File: src/rtl/pio_poll_master.sv
// pio_poll_master: polls a 4-bit input PIO over Avalon-MM, debounces it, reports edges and change pulses
module pio_poll_master #(
    parameter int POLL_DIV     = 50000,
    parameter int DATA_WIDTH   = 4,
    parameter int STABLE_COUNT = 3
) (
    input  logic                  clk,
    input  logic                  reset,
    input  logic                  enable,
    output logic [1:0]            avm_address,
    output logic                  avm_read,
    input  logic [31:0]           avm_readdata,
    output logic [DATA_WIDTH-1:0] state_out,
    output logic [DATA_WIDTH-1:0] rise_mask,
    output logic [DATA_WIDTH-1:0] fall_mask,
    output logic                  change_pulse,
    output logic                  busy
);
    localparam int DIV_W = $clog2(POLL_DIV);
    localparam int CNT_W = $clog2(STABLE_COUNT + 1);
    localparam logic [DIV_W-1:0] DIV_LOAD = DIV_W'(POLL_DIV - 1);
    localparam logic [CNT_W-1:0] CNT_MAX = CNT_W'(STABLE_COUNT);

    typedef enum logic [1:0] {IDLE, READ, CAPTURE, EVAL} state_t;

    state_t                  state, state_nxt;
    logic [DIV_W-1:0]        div_cnt;
    logic                    tick;
    logic [DATA_WIDTH-1:0]   sample, cand;
    logic [CNT_W-1:0]        cnt, cnt_nxt;
    logic                    commit;
    logic                    unused_hi;

    assign unused_hi   = ^avm_readdata[31:DATA_WIDTH];
    assign tick        = enable && (div_cnt == '0);
    assign avm_read    = (state == READ);
    assign avm_address = 2'd0;
    assign busy        = (state != IDLE);

    always_ff @(posedge clk) begin
        if (reset) begin
            state <= IDLE;
        end else begin
            state <= state_nxt;
        end
    end

    always_comb begin
        state_nxt = state;
        case (state)
            IDLE:    state_nxt = tick ? READ : IDLE;
            READ:    state_nxt = CAPTURE;
            CAPTURE: state_nxt = EVAL;
            default: state_nxt = IDLE;
        endcase
    end

    // Run length of identical samples, saturating so a held input never re-commits
    always_comb begin
        cnt_nxt = (sample != cand) ? CNT_W'(1) : (cnt == CNT_MAX) ? CNT_MAX : cnt + CNT_W'(1);
        commit  = (state == EVAL) && (cnt_nxt == CNT_MAX) && (sample != state_out);
    end

    always_ff @(posedge clk) begin
        if (reset) begin
            div_cnt      <= DIV_LOAD;
            sample       <= '0;
            cand         <= '0;
            cnt          <= '0;
            state_out    <= '0;
            rise_mask    <= '0;
            fall_mask    <= '0;
            change_pulse <= 1'b0;
        end else begin
            div_cnt      <= (!enable || div_cnt == '0) ? DIV_LOAD : div_cnt - DIV_W'(1);
            change_pulse <= commit;
            if (state == CAPTURE) begin
                sample <= avm_readdata[DATA_WIDTH-1:0];
            end
            if (state == EVAL) begin
                cand <= sample;
                cnt  <= cnt_nxt;
            end
            if (commit) begin
                state_out <= sample;
                rise_mask <= sample & ~state_out;
                fall_mask <= ~sample & state_out;
            end
        end
    end
endmodule

File: config.mk
export PLATFORM = sky130hd
export DESIGN_NAME = pio_poll_master
export DESIGN_NICKNAME = d
export VERILOG_FILES = /design/src/rtl/pio_poll_master.sv
export SDC_FILE = /design/constraint.sdc
export NUM_CORES = 1
export LEC_CHECK = 0
export ABC_CLOCK_PERIOD_IN_PS = 2100
export CAP_MARGIN = 20
export CORE_MARGIN = 2
export CORE_UTILIZATION = 50
export CTS_BUF_LIST = sky130_fd_sc_hd__clkbuf_8
export CTS_CLUSTER_DIAMETER = 80
export DETAILED_ROUTE_END_ITERATION = 10
export GPL_TIMING_DRIVEN = 1
export PLACE_DENSITY = 0.93
export SYNTH_ARGS = -nofsm -noshare
export SYNTH_HDL_FRONTEND = slang
export SYNTH_SLANG_ARGS = --single-unit
File: constraint.sdc
create_clock -name clk -period 2.1 [get_ports clk]
set_input_delay 0.42 -clock clk [delete_from_list [all_inputs] [get_ports clk]]
set_output_delay 0.42 -clock clk [all_outputs]
set_load 0.01 [all_outputs]
==> results.txt <==
- Result of the run: finished clean
- CTS buffer count: 5
- Core Util, Final: 0.6276
- Floorplan die height: 66.44 microns
* Floorplan row count: 22
* DRC violation count after routing: 0
- Minimum clock period after layout: 1996 ps
- No sink is reached through more buffers than the 2 on the longest clock path.
- For the worst flop-to-flop path, the logic depth is 4.
* Post-DRT Antenna Nets: 0
- Counting instances, the worst hold path has a depth of 1.
- During synthesis, Yosys emitted a total of 0 warnings.
* IO buf count: 21
- For this run, the top clock speed supported by timing is 500.9 MHz.
- Dividing the synthesized area by the synthesized cell count gives approximately 9.4 sq um.
- Number of buffers added to fix hold violations after cts: 0
- Post-Synthesis Cell Area: ~2000 sq um
- After detailed routing, the number of vias per cell comes to 4.979.
* Leading cell types in the layout, fill and taps excluded: sky130_fd_sc_hd__dfxtp_1 (41), sky130_fd_sc_hd__nand2b_1 (24), sky130_fd_sc_hd__clkdlybuf4s50_1 (21)
- The synthesized design spends more area on one cell type than any other, namely sky130_fd_sc_hd__dfxtp_1.
- Largest vdd supply drop: approximately 0.54 mV
- For hold timing, the worst endpoint is div_cnt[0]$_SDFF_PP1_.
- Final clock period utilization by the worst path: 0.9507
* Placeable core area: between 3000 and 4000 sq um
* Final wirelength: about 3200 microns
- Proportion of netlist area held by the largest area contributor: 0.4211
* Detailed Place HPWL: 2336 microns
- Routability-driven placement finished with a final weighted congestion of 0.7552.
* Post-synthesis register bit count: 41
* Die width: 66.44 microns
* RSZ-0062 raised after global routing: no
- Initial antenna violation count: 0
* Crit-path max FO: 5
- Setup slack on the worst reg-to-reg path comes out at 290 ps.
* Area growth, synth to finish: 19.64%
- Summed over all layers, the global routing overflow is 0.
- The worst setup path is captured at an output pin.
- Share of flip-flops with an asynchronous set or reset after synthesis: 0
* Post-CTS Resized: 0
* Startpoint-to-endpoint class of the critical path: reg2out
* Worst R2R End: state[0]$_SDFF_PP0_
- Counting flops with a built-in enable in the synthesized netlist gives 0.
- The first TritonRoute pass finished after 4 iterations.
* Final total power: 1.486 mW
- Antenna cell count: 0
* Io pins: 52
* Max capacitance violation total: 0
- Post-Syn Instances: between 200 and 250
- Master cell of the clock root buffer: sky130_fd_sc_hd__clkbuf_8
- Worst EP required: between 1500 and 2000 ps
* Critical register-to-register path startpoint: div_cnt[12]$_SDFF_PP0_
* Class of the most critical hold timing path: reg2reg
* Maximum number of pins on one net before global-route repair: 38
- The routed layout has 1394 vias.
- Data on the critical path arrives at its endpoint at 1580 ps.
* Clock skew after layout: 10.41 ps
- Predominant post-synthesis flop cell: sky130_fd_sc_hd__dfxtp_1
- In the final design database the tool counted 279 nets.
- Insertion delay to the later sink of the worst-skew pair: about 300 ps
- The max-slew violation count is 0.
- Leakage power summed over all cells: 0.8342 nW
- Hold Violations, Final: 0
- Die area: 4414 sq um
- Setup violators final: 0
* Global router's overall resource usage: 0.1724
* CTS tree: done
- Synth cell types: 36
- Post-CTS Setup Bufs: 0
- Launch instance of the worst min-delay path: div_cnt[0]$_SDFF_PP1_
- Clock-pin slew was measured on the worst setup and hold paths at 80 ps.
- STA classifies the critical path startpoint as a flip-flop.
- CTS built an H-tree with a depth of 2.
- Drt wl/cell: 11.54 microns
- The initial utilization of the core area, before any placement, comes to 0.5246.
- The clock net in this run drives a total of 41 sinks.
- Leading cell type in the layout, fill and taps excluded: sky130_fd_sc_hd__dfxtp_1
* Top cells by area, synth: sky130_fd_sc_hd__dfxtp_1 (42%), sky130_fd_sc_hd__mux2i_1 (10%), sky130_fd_sc_hd__ha_1 (8.3%), sky130_fd_sc_hd__nand2b_1 (7.7%), sky130_fd_sc_hd__xor2_1 (5.4%)
- First-iteration detailed-routing DRC count: 58
- Vias in the first global route: 1318
- First-pass GRT wire length: 5616 microns
* Sequential element share of the synthesized area: 0.4211
* Fraction of layout instances using a drive strength above 1: 0.08621
* Setup tns final: 0 ps
- P per Cell Area: 637.3 nW/um^2
stage by stage:
| step | cell area [sq um] | setup WS (ps) | cells | hold WS (ps) |
|---|---|---|---|---|
| 6_report | 2332 | 103.5 | 280 | 415.4 |
| 5_1_grt | 2332 | 11.42 | 280 | 441.7 |
| 4_1_cts | 2332 | 85.76 | 280 | 419.8 |
| 3_5_place_dp | 2212 | 298.9 | 272 | 403.0 |
| 3_3_place_gp | 2212 | 315.0 | 272 | 399.1 |
| 2_1_floorplan | 1953 | 342.2 | 208 | 384.3 |
report_power, final:
group	total [mW]	internal, mW	switching (mW)
clock	0.663	0.386	0.277
sequential	0.780	0.778	0.00166
combinational	0.0429	0.0223	0.0206
total	1.49	1.19	0.299
state kept, by name, indices dropped and copies added (netlist names):
register / flops
cand: 4
change_pulse: 1
cnt: 2
div_cnt: 16
fall_mask: 4
rise_mask: 4
sample: 4
state: 2
state_out: 4
area by class of cell:
type | instances | area (sq um)
Tap cell | 48 | 60.06
Sequential cell | 41 | 820.8
Clock inverter | 2 | 37.54
Clock buffer | 6 | 82.58
Fill cell | 310 | 1384
Multi-Input combinational cell | 144 | 1035
Inverter | 13 | 48.80
Timing Repair Buffer | 26 | 247.7
cells by family after synthesis:
family          count (synthesis)  share of synthesized area
fa+ha+maj                      13                    0.08344
xor+xnor                       14                    0.06290
buf+inv                        23                    0.05006
flops                          41                     0.4211
other cells                     1                   0.001924
compound gates                 11                    0.03530
simple gates                   84                     0.2426
mux                            20                     0.1027
synth_stat cells, types with 2 or more instances:
library cell / number
sky130_fd_sc_hd__o21ai_0: 2
sky130_fd_sc_hd__nor2b_1: 5
sky130_fd_sc_hd__nor2_1: 18
sky130_fd_sc_hd__mux2i_1: 20
sky130_fd_sc_hd__inv_1: 13
sky130_fd_sc_hd__xor2_1: 12
sky130_fd_sc_hd__or4_4: 2
sky130_fd_sc_hd__xnor2_1: 2
sky130_fd_sc_hd__nand4b_1: 3
sky130_fd_sc_hd__nand3_1: 4
sky130_fd_sc_hd__dfxtp_1: 41
sky130_fd_sc_hd__buf_4: 3
sky130_fd_sc_hd__nor3_1: 3
sky130_fd_sc_hd__nand4_1: 2
sky130_fd_sc_hd__clkbuf_1: 6
sky130_fd_sc_hd__ha_1: 13
sky130_fd_sc_hd__a21oi_1: 3
sky130_fd_sc_hd__nand2b_1: 24
sky130_fd_sc_hd__nand2_1: 14
worst max-delay path by stage:
stage	startpoint	end	slack, ps	depth (start not counted)
global placement	div_cnt[12]$_SDFF_PP0_	state[0]$_SDFF_PP0_	310	4
global route	state[1]$_SDFF_PP0_	busy	10	4
finish	state[1]$_SDFF_PP0_	busy	100	4
detailed placement	div_cnt[0]$_SDFF_PP1_	state[0]$_SDFF_PP0_	300	6
floorplan	div_cnt[0]$_SDFF_PP1_	state[0]$_SDFF_PP0_	340	6
CTS	state[1]$_SDFF_PP0_	busy	90	4
routing by layer:
layer,global-route usage,wire (microns),up-vias
li1,-,-,723
met1,0.1808,1388,644
met2,0.3025,1663,22
met3,0.07155,113,5
met4,0.06888,65,0
met5,0,0,-
critical path: stages, from the launching register on:
cell                              delay [ps]
sky130_fd_sc_hd__dfxtp_1                 400
sky130_fd_sc_hd__inv_1                    90
sky130_fd_sc_hd__ha_1                    200
sky130_fd_sc_hd__inv_1                    60
sky130_fd_sc_hd__clkdlybuf4s50_1         530
Note: power is estimated with default switching activity, not from simulation.
